## config.mk

```make
export PLATFORM = sky130hd
export DESIGN_NAME = ifetch_buffer
export DESIGN_NICKNAME = d
export VERILOG_FILES = /design/src/rtl/ifetch_buffer.sv
export SDC_FILE = /design/constraint.sdc
export NUM_CORES = 1
export LEC_CHECK = 0
export BUFFER_PORTS_ARGS = -buffer_cell sky130_fd_sc_hd__buf_2
export CAP_MARGIN = 20
export CORE_ASPECT_RATIO = 0.6
export CORE_MARGIN = 2
export CORE_UTILIZATION = 28
export CTS_BUF_LIST = sky130_fd_sc_hd__clkbuf_8
export DETAILED_ROUTE_END_ITERATION = 16
export GPL_ROUTABILITY_DRIVEN = 1
export GPL_TIMING_DRIVEN = 0
export PLACE_DENSITY = 0.51
export SLEW_MARGIN = 5
export SYNTH_ARGS = -nofsm -noshare
export SYNTH_HDL_FRONTEND = slang
export SYNTH_SLANG_ARGS = --single-unit
```

## constraint.sdc

```tcl
create_clock -name clk -period 3.8 [get_ports clk]
set_clock_uncertainty 0.15 [all_clocks]
set_input_delay 0.19 -clock clk [delete_from_list [all_inputs] [get_ports clk]]
set_output_delay 0.19 -clock clk [all_outputs]
set_load 0.02 [all_outputs]
```

## src/rtl/ifetch_buffer.sv

```systemverilog
// Instruction-fetch front end: issues word reads, tracks outstanding and dropped responses,
// and buffers returned instructions with their PCs in an in-order FIFO toward decode.
module ifetch_buffer #(
  parameter int          DEPTH    = 4,
  parameter logic [31:0] RESET_PC = 32'h0000_0000
) (
  input  logic        clk,
  input  logic        rst,
  input  logic        redirect_valid,
  input  logic [31:0] redirect_pc,
  output logic        mem_req,
  output logic [31:0] mem_addr,
  input  logic        mem_gnt,
  input  logic        mem_rvalid,
  input  logic [31:0] mem_rdata,
  output logic        out_valid,
  input  logic        out_ready,
  output logic [31:0] out_pc,
  output logic [31:0] out_instr,
  output logic [31:0] fetch_pc
);

  localparam int PW = $clog2(DEPTH);
  localparam int CW = $clog2(DEPTH + 1);
  localparam int SW = CW + 2;

  logic [31:0]   r_fetch_pc;
  logic [PW-1:0] r_rd_ptr;
  logic [PW-1:0] r_wr_ptr;
  logic [CW-1:0] r_count;
  logic [CW-1:0] r_outstanding;
  logic [CW-1:0] r_drop;
  logic [31:0]   r_pc_mem    [DEPTH];
  logic [31:0]   r_instr_mem [DEPTH];

  logic [SW-1:0] w_credit_sum;
  logic          w_fire;
  logic          w_rsp_drop;
  logic          w_rsp_accept;
  logic          w_push;
  logic          w_pop;
  logic [31:0]   w_rsp_pc;
  logic          w_unused;

  assign w_unused = ^redirect_pc[1:0];

  // Every buffered entry, outstanding request and pending drop consumes one credit.
  assign w_credit_sum = SW'(r_count) + SW'(r_outstanding) + SW'(r_drop);
  assign mem_req      = !rst && !redirect_valid && (w_credit_sum < SW'(DEPTH));
  assign mem_addr     = r_fetch_pc;
  assign fetch_pc     = r_fetch_pc;

  assign w_fire       = mem_req && mem_gnt;
  assign w_rsp_drop   = mem_rvalid && (r_drop != '0);
  assign w_rsp_accept = mem_rvalid && (r_drop == '0) && (r_outstanding != '0);
  assign w_push       = w_rsp_accept && !redirect_valid;
  assign w_pop        = out_valid && out_ready;

  // Responses are in order, so the oldest outstanding request sits this far behind fetch_pc.
  assign w_rsp_pc     = r_fetch_pc - (32'(r_outstanding) << 2);

  assign out_valid    = (r_count != '0);
  assign out_pc       = out_valid ? r_pc_mem[r_rd_ptr]    : 32'h0;
  assign out_instr    = out_valid ? r_instr_mem[r_rd_ptr] : 32'h0;

  always_ff @(posedge clk or posedge rst) begin
    if (rst) begin
      r_fetch_pc    <= RESET_PC;
      r_rd_ptr      <= '0;
      r_wr_ptr      <= '0;
      r_count       <= '0;
      r_outstanding <= '0;
      r_drop        <= '0;
    end else if (redirect_valid) begin
      r_fetch_pc    <= {redirect_pc[31:2], 2'b00};
      r_rd_ptr      <= '0;
      r_wr_ptr      <= '0;
      r_count       <= '0;
      r_outstanding <= '0;
      // Everything still in flight becomes a drop; a response landing now retires one of them.
      r_drop        <= r_drop + r_outstanding - CW'(w_rsp_drop || w_rsp_accept);
    end else begin
      if (w_fire)
        r_fetch_pc <= r_fetch_pc + 32'd4;
      if (w_push)
        r_wr_ptr <= r_wr_ptr + PW'(1);
      if (w_pop)
        r_rd_ptr <= r_rd_ptr + PW'(1);
      r_count       <= r_count + CW'(w_push) - CW'(w_pop);
      r_outstanding <= r_outstanding + CW'(w_fire) - CW'(w_rsp_accept);
      if (w_rsp_drop)
        r_drop <= r_drop - CW'(1);
    end
  end

  always_ff @(posedge clk) begin
    if (w_push) begin
      r_pc_mem[r_wr_ptr]    <= w_rsp_pc;
      r_instr_mem[r_wr_ptr] <= mem_rdata;
    end
  end

endmodule

```

==> results.yml <==
run_status:
  result_of_the_run: "finished clean"
timing:
  report.final.setup_viol: 0
  post-route-period-util_pct: 97.63
  slew-limit-headroom_pct: 36.54
  finalHoldViolCount: 0
  timing.final.max_slew_violations: 0
  finalCriticalPeriod_ns: 3.710
  final.hold.worst_slack_ns: 0.08349
  worst-slew-pin-transition_ns: 0.9518
  max_frequency_mhz: 269.6
power_and_ir_drop:
  netSwitchingFraction_pct: 35.23
  net-switching-power_uw: 3596
  cellPowerDensity_nw_per_um2: 603.4
  power_frac_clock_pct: 26.2
  power.share.combinational_pct: 36.2
  vdd_ir_drop_max_v: 0.0002980
  power.sequential.fraction_pct: 37.6
  leakagePower_uw: 0.006275
  internal_power_uw: 6609
final_layout:
  nets: 1273
  fillers: 4510
  layout.core_utilization_pct: 36.39
  synthToLayoutAreaGrowth_pct: 27.78
  drive_above_1_share_pct: 36.44
clock_network:
  ctsHtreeMaxLevel: 2
  numCtsBuffers: 48
  worst_skew_pair.late_latency_ns: 0.58
  clk_path_buf_depth: 3
  tritoncts: "built"
  clockRootBuffer: "clkbuf_8"
  tritoncts_num_sinks: 291
  clk_pin_slew_ns: 0.07
detailed_routing:
  drt-wirelength-per-cell_microns: 18.94
  drt.antenna.violating_nets: 0
  wirelength_mm: 34.93
  drc_errors: 0
  detail_route.iter0.violations: 489
  met3RoutedLength_mm: 2.045
  routed.top_layer: "met4"
  vias_per_cell: 4.483
  wl_met2_mm: 15.73
  detail_route.wirelength.met1_mm: 16.56
  drt_pre_antenna_iters: 4
  vias: 8266
die:
  initial_core_util_pct: 28.47
  core_area_sq_um: 46480
  floorplan.die_area_sq_um: 49080
  die_y_microns: 172.4
  chipWidth_microns: 284.7
  num_io_pins: 200
  fp-row-count: 61
grt:
  number_of_antenna_violations_at_the_first_check_in_global_routing: 2
  grt.total_usage_pct: 14.20
  vias_in_the_first_global_route: 8547
  grt_start_max_net_pins: 47
  global_route_wire_length_before_repair_mm: 52.48
  grt.overflow.total: 0
yosys:
  combinational_family_with_the_most_area_after_synthesis: "multiplexers"
  post_synthesis_compound_gate_area_fraction_pct: 3.139
  syn-instance-count: 843
  synth.avg_cell_area_sq_um: 15.70
  post_synth_fa_ha_maj_area_fraction_pct: 2.855
  async_reset_ff_share_pct: 14.78
  ys_seq_area_share_pct: 64.40
  synth.lib_cells_used.distinct: 60
  synth-main-ff-cell: "edfxtp_1"
  count_of_flip_flops_with_a_built_in_enable_after_synthesis: 248
  synth.ff_latch_count: 291
  netlist_area_sq_um: 13240
  synth_mux_area_share_pct: 11.05
  synth_xor_area_share_pct: 3.044
  synthesis.yosys.warnings: 0
  area_fraction_in_and_or_nand_and_nor_cells_after_synthesis_pct: 10.87
setup_path:
  worst_setup_path_start_kind: "flip-flop"
  worst-endpoint-arrival_ns: 3.99
  critical_path.max_fanout: 6
  timing.critical_path.to_type: "flip-flop"
  cp-startpoint: "r_count[2]"
  worst-setup-path-type: "reg2reg"
  critical_path_required_ns: 4.08
  crit-reg2reg-launch: "r_count[2]"
job:
  max_cap_viol_count: 0
worst_hold_path:
  type_of_the_most_critical_hold_path: "in2async"
placement:
  gp_routability_congestion: 0.8316
  port_buffers: 190
  dp_hpwl_mm: 23.48
==> cells in the final DEF (no fill, tap or decap), types with 6 or more instances in the layout <==
master | synthesis | layout
a21oi_1 | 10 | 9
a221o_1 | 7 | 7
and2_1 | 67 | 63
buf_2 | 20 | 209
buf_4 | 37 | 52
clkbuf_1 | 20 | 20
clkbuf_8 | 0 | 51
clkinv_1 | 1 | 10
clkinv_2 | 0 | 6
conb_1 | 1 | 6
dfrtp_1 | 43 | 42
dlygate4sd3_1 | 0 | 67
edfxtp_1 | 248 | 248
ha_1 | 19 | 18
inv_1 | 30 | 39
mux4_2 | 62 | 62
nand2_1 | 39 | 39
nand3_1 | 16 | 16
nand4_1 | 8 | 8
nor2_1 | 27 | 26
nor2b_1 | 6 | 6
nor3_1 | 7 | 7
nor4_1 | 9 | 9
nor4_2 | 7 | 7
o21ai_0 | 16 | 16
o21ai_1 | 7 | 6
o311ai_0 | 6 | 6
or3_1 | 10 | 10
xnor2_1 | 26 | 26
xor2_1 | 20 | 20
==> per-stage QoR <==
stage	worst slack (ns)	area [sq um]	TNS, ns	power (uW)	cells
floorplan	0.09869	13250	0	6242	848
global placement	-1.305	14990	-309.46	7418	1668
detailed placement	-0.5380	15150	-1.120	7466	1675
CTS	0.007055	16810	0	10340	1833
global route	-0.01555	16910	-0.01555	10830	1843
finish	0.09019	16910	0	10210	1844
==> metal layers <==
layer / vias to the layer above / global-route usage (%)
met5: - / 0
met4: 0 / 3.364
met3: 54 / 3.799
met2: 196 / 22.05
met1: 4186 / 19.83
li1: 3830 / -
==> critical path, cell delays in order, from the launching register on <==
cell and delay, ns:
dfrtp_1 0.40, inv_2 0.07, fa_1 0.54, inv_1 0.08
fa_2 0.52, nor4b_4 0.28, o21ai_2 0.12, nor2_4 0.21
clkinv_4 0.16, ha_4 0.24, inv_1 0.05, ha_1 0.13
inv_1 0.05, fa_2 0.52, nor2_1 0.04
==> what timing repair did <==
| item | in CTS | in global routing |
|---|---|---|
| resized for setup | 13 | 5 |
| pin swaps | 5 | 4 |
| hold buffers | 67 | 0 |
| buffers inserted | 6 | 10 |
| setup endpoints to repair | 3 | 3 |
| endpoints found under the hold margin | 207 | 0 |
==> state kept, by name, summed over array words and instances (netlist names) <==
register and flops:
r_outstanding 3, r_drop 3, r_rd_ptr 2, r_instr_mem 128
r_wr_ptr 2, r_count 3, fetch_pc 30, r_pc_mem 120
==> final timing paths <==
kind,to,slack (ns),depth (start not counted)
setup / recovery,r_outstanding[1],0.09,14
hold / removal,fetch_pc[14],0.08,3
setup reg to reg,r_outstanding[1],0.09,14
hold reg to reg,r_wr_ptr[1],0.45,2
max in group asynchronous,r_outstanding[1],2.88,4
min in group clk,fetch_pc[27],0.21,4
==> synthesized netlist by cell type (2+ instances only) <==
cell type	count	share of area, %
a21oi_1	10	0.38
o21ai_0	16	0.61
nor4_2	7	0.66
clkbuf_1	20	0.57
o21ai_1	7	0.26
ha_1	19	1.8
or3_1	10	0.47
nor3_2	5	0.38
buf_2	20	0.76
nor3b_1	3	0.17
or4_4	2	0.17
nor2b_1	6	0.28
xnor2_1	26	1.7
buf_1	4	0.11
fa_1	7	1.1
o31ai_1	3	0.17
nor2_1	27	0.77
a21o_1	2	0.11
dfrtp_1	43	8.1
nand4_1	8	0.38
mux2_2	5	0.43
xor2_1	20	1.3
and3_1	4	0.19
nor4b_2	2	0.23
mux4_2	62	11
a31oi_1	3	0.14
nand2_1	39	1.1
buf_4	37	2.1
nand2b_1	2	0.095
edfxtp_1	248	56
o311ai_0	6	0.40
and2_1	67	3.2
nand3_1	16	0.61
nor3_1	7	0.26
or4_1	2	0.11
a221o_1	7	0.53
nand4_2	2	0.19
o211ai_1	5	0.28
nor4_1	9	0.43
inv_1	30	0.85
buf_6	2	0.17
and4_1	5	0.33
==> final cells by class <==
class	count	area, sq um	share of cell area (%)
Clock inverter	35	209.0	1.235
Multi-Input combinational cell	442	4185	24.75
Sequential cell	291	8524	50.40
Clock buffer	51	701.9	4.150
Tap cell	630	788.3	4.661
Timing Repair Buffer	280	1891	11.18
Inverter	32	125.1	0.7398
Buffer	82	485.5	2.870
Antenna cell	1	2.502	0.01480
==> cells by family (layout without fill, tap and decap cells) <==
family,count (synthesis),after routing
XOR/XNOR,46,46
other,1,7
buffers and inverters,115,480
AND/OR/NAND/NOR,233,233
AO/OA/AOI/OAI,63,63
adder cells (fa/ha/maj),26,26
flip-flops,291,291
multiplexers,68,68
==> power groups by stage <==
stage | clock network, uW | registers (uW) | logic (uW)
detailed placement | 0 | 3910 | 3560
floorplan | 0 | 3920 | 2320
CTS | 2790 | 3840 | 3710
global placement | 0 | 3910 | 3510
finish | 2670 | 3840 | 3700
global route | 2920 | 3850 | 4060
Power figures use the tool's default switching activity.
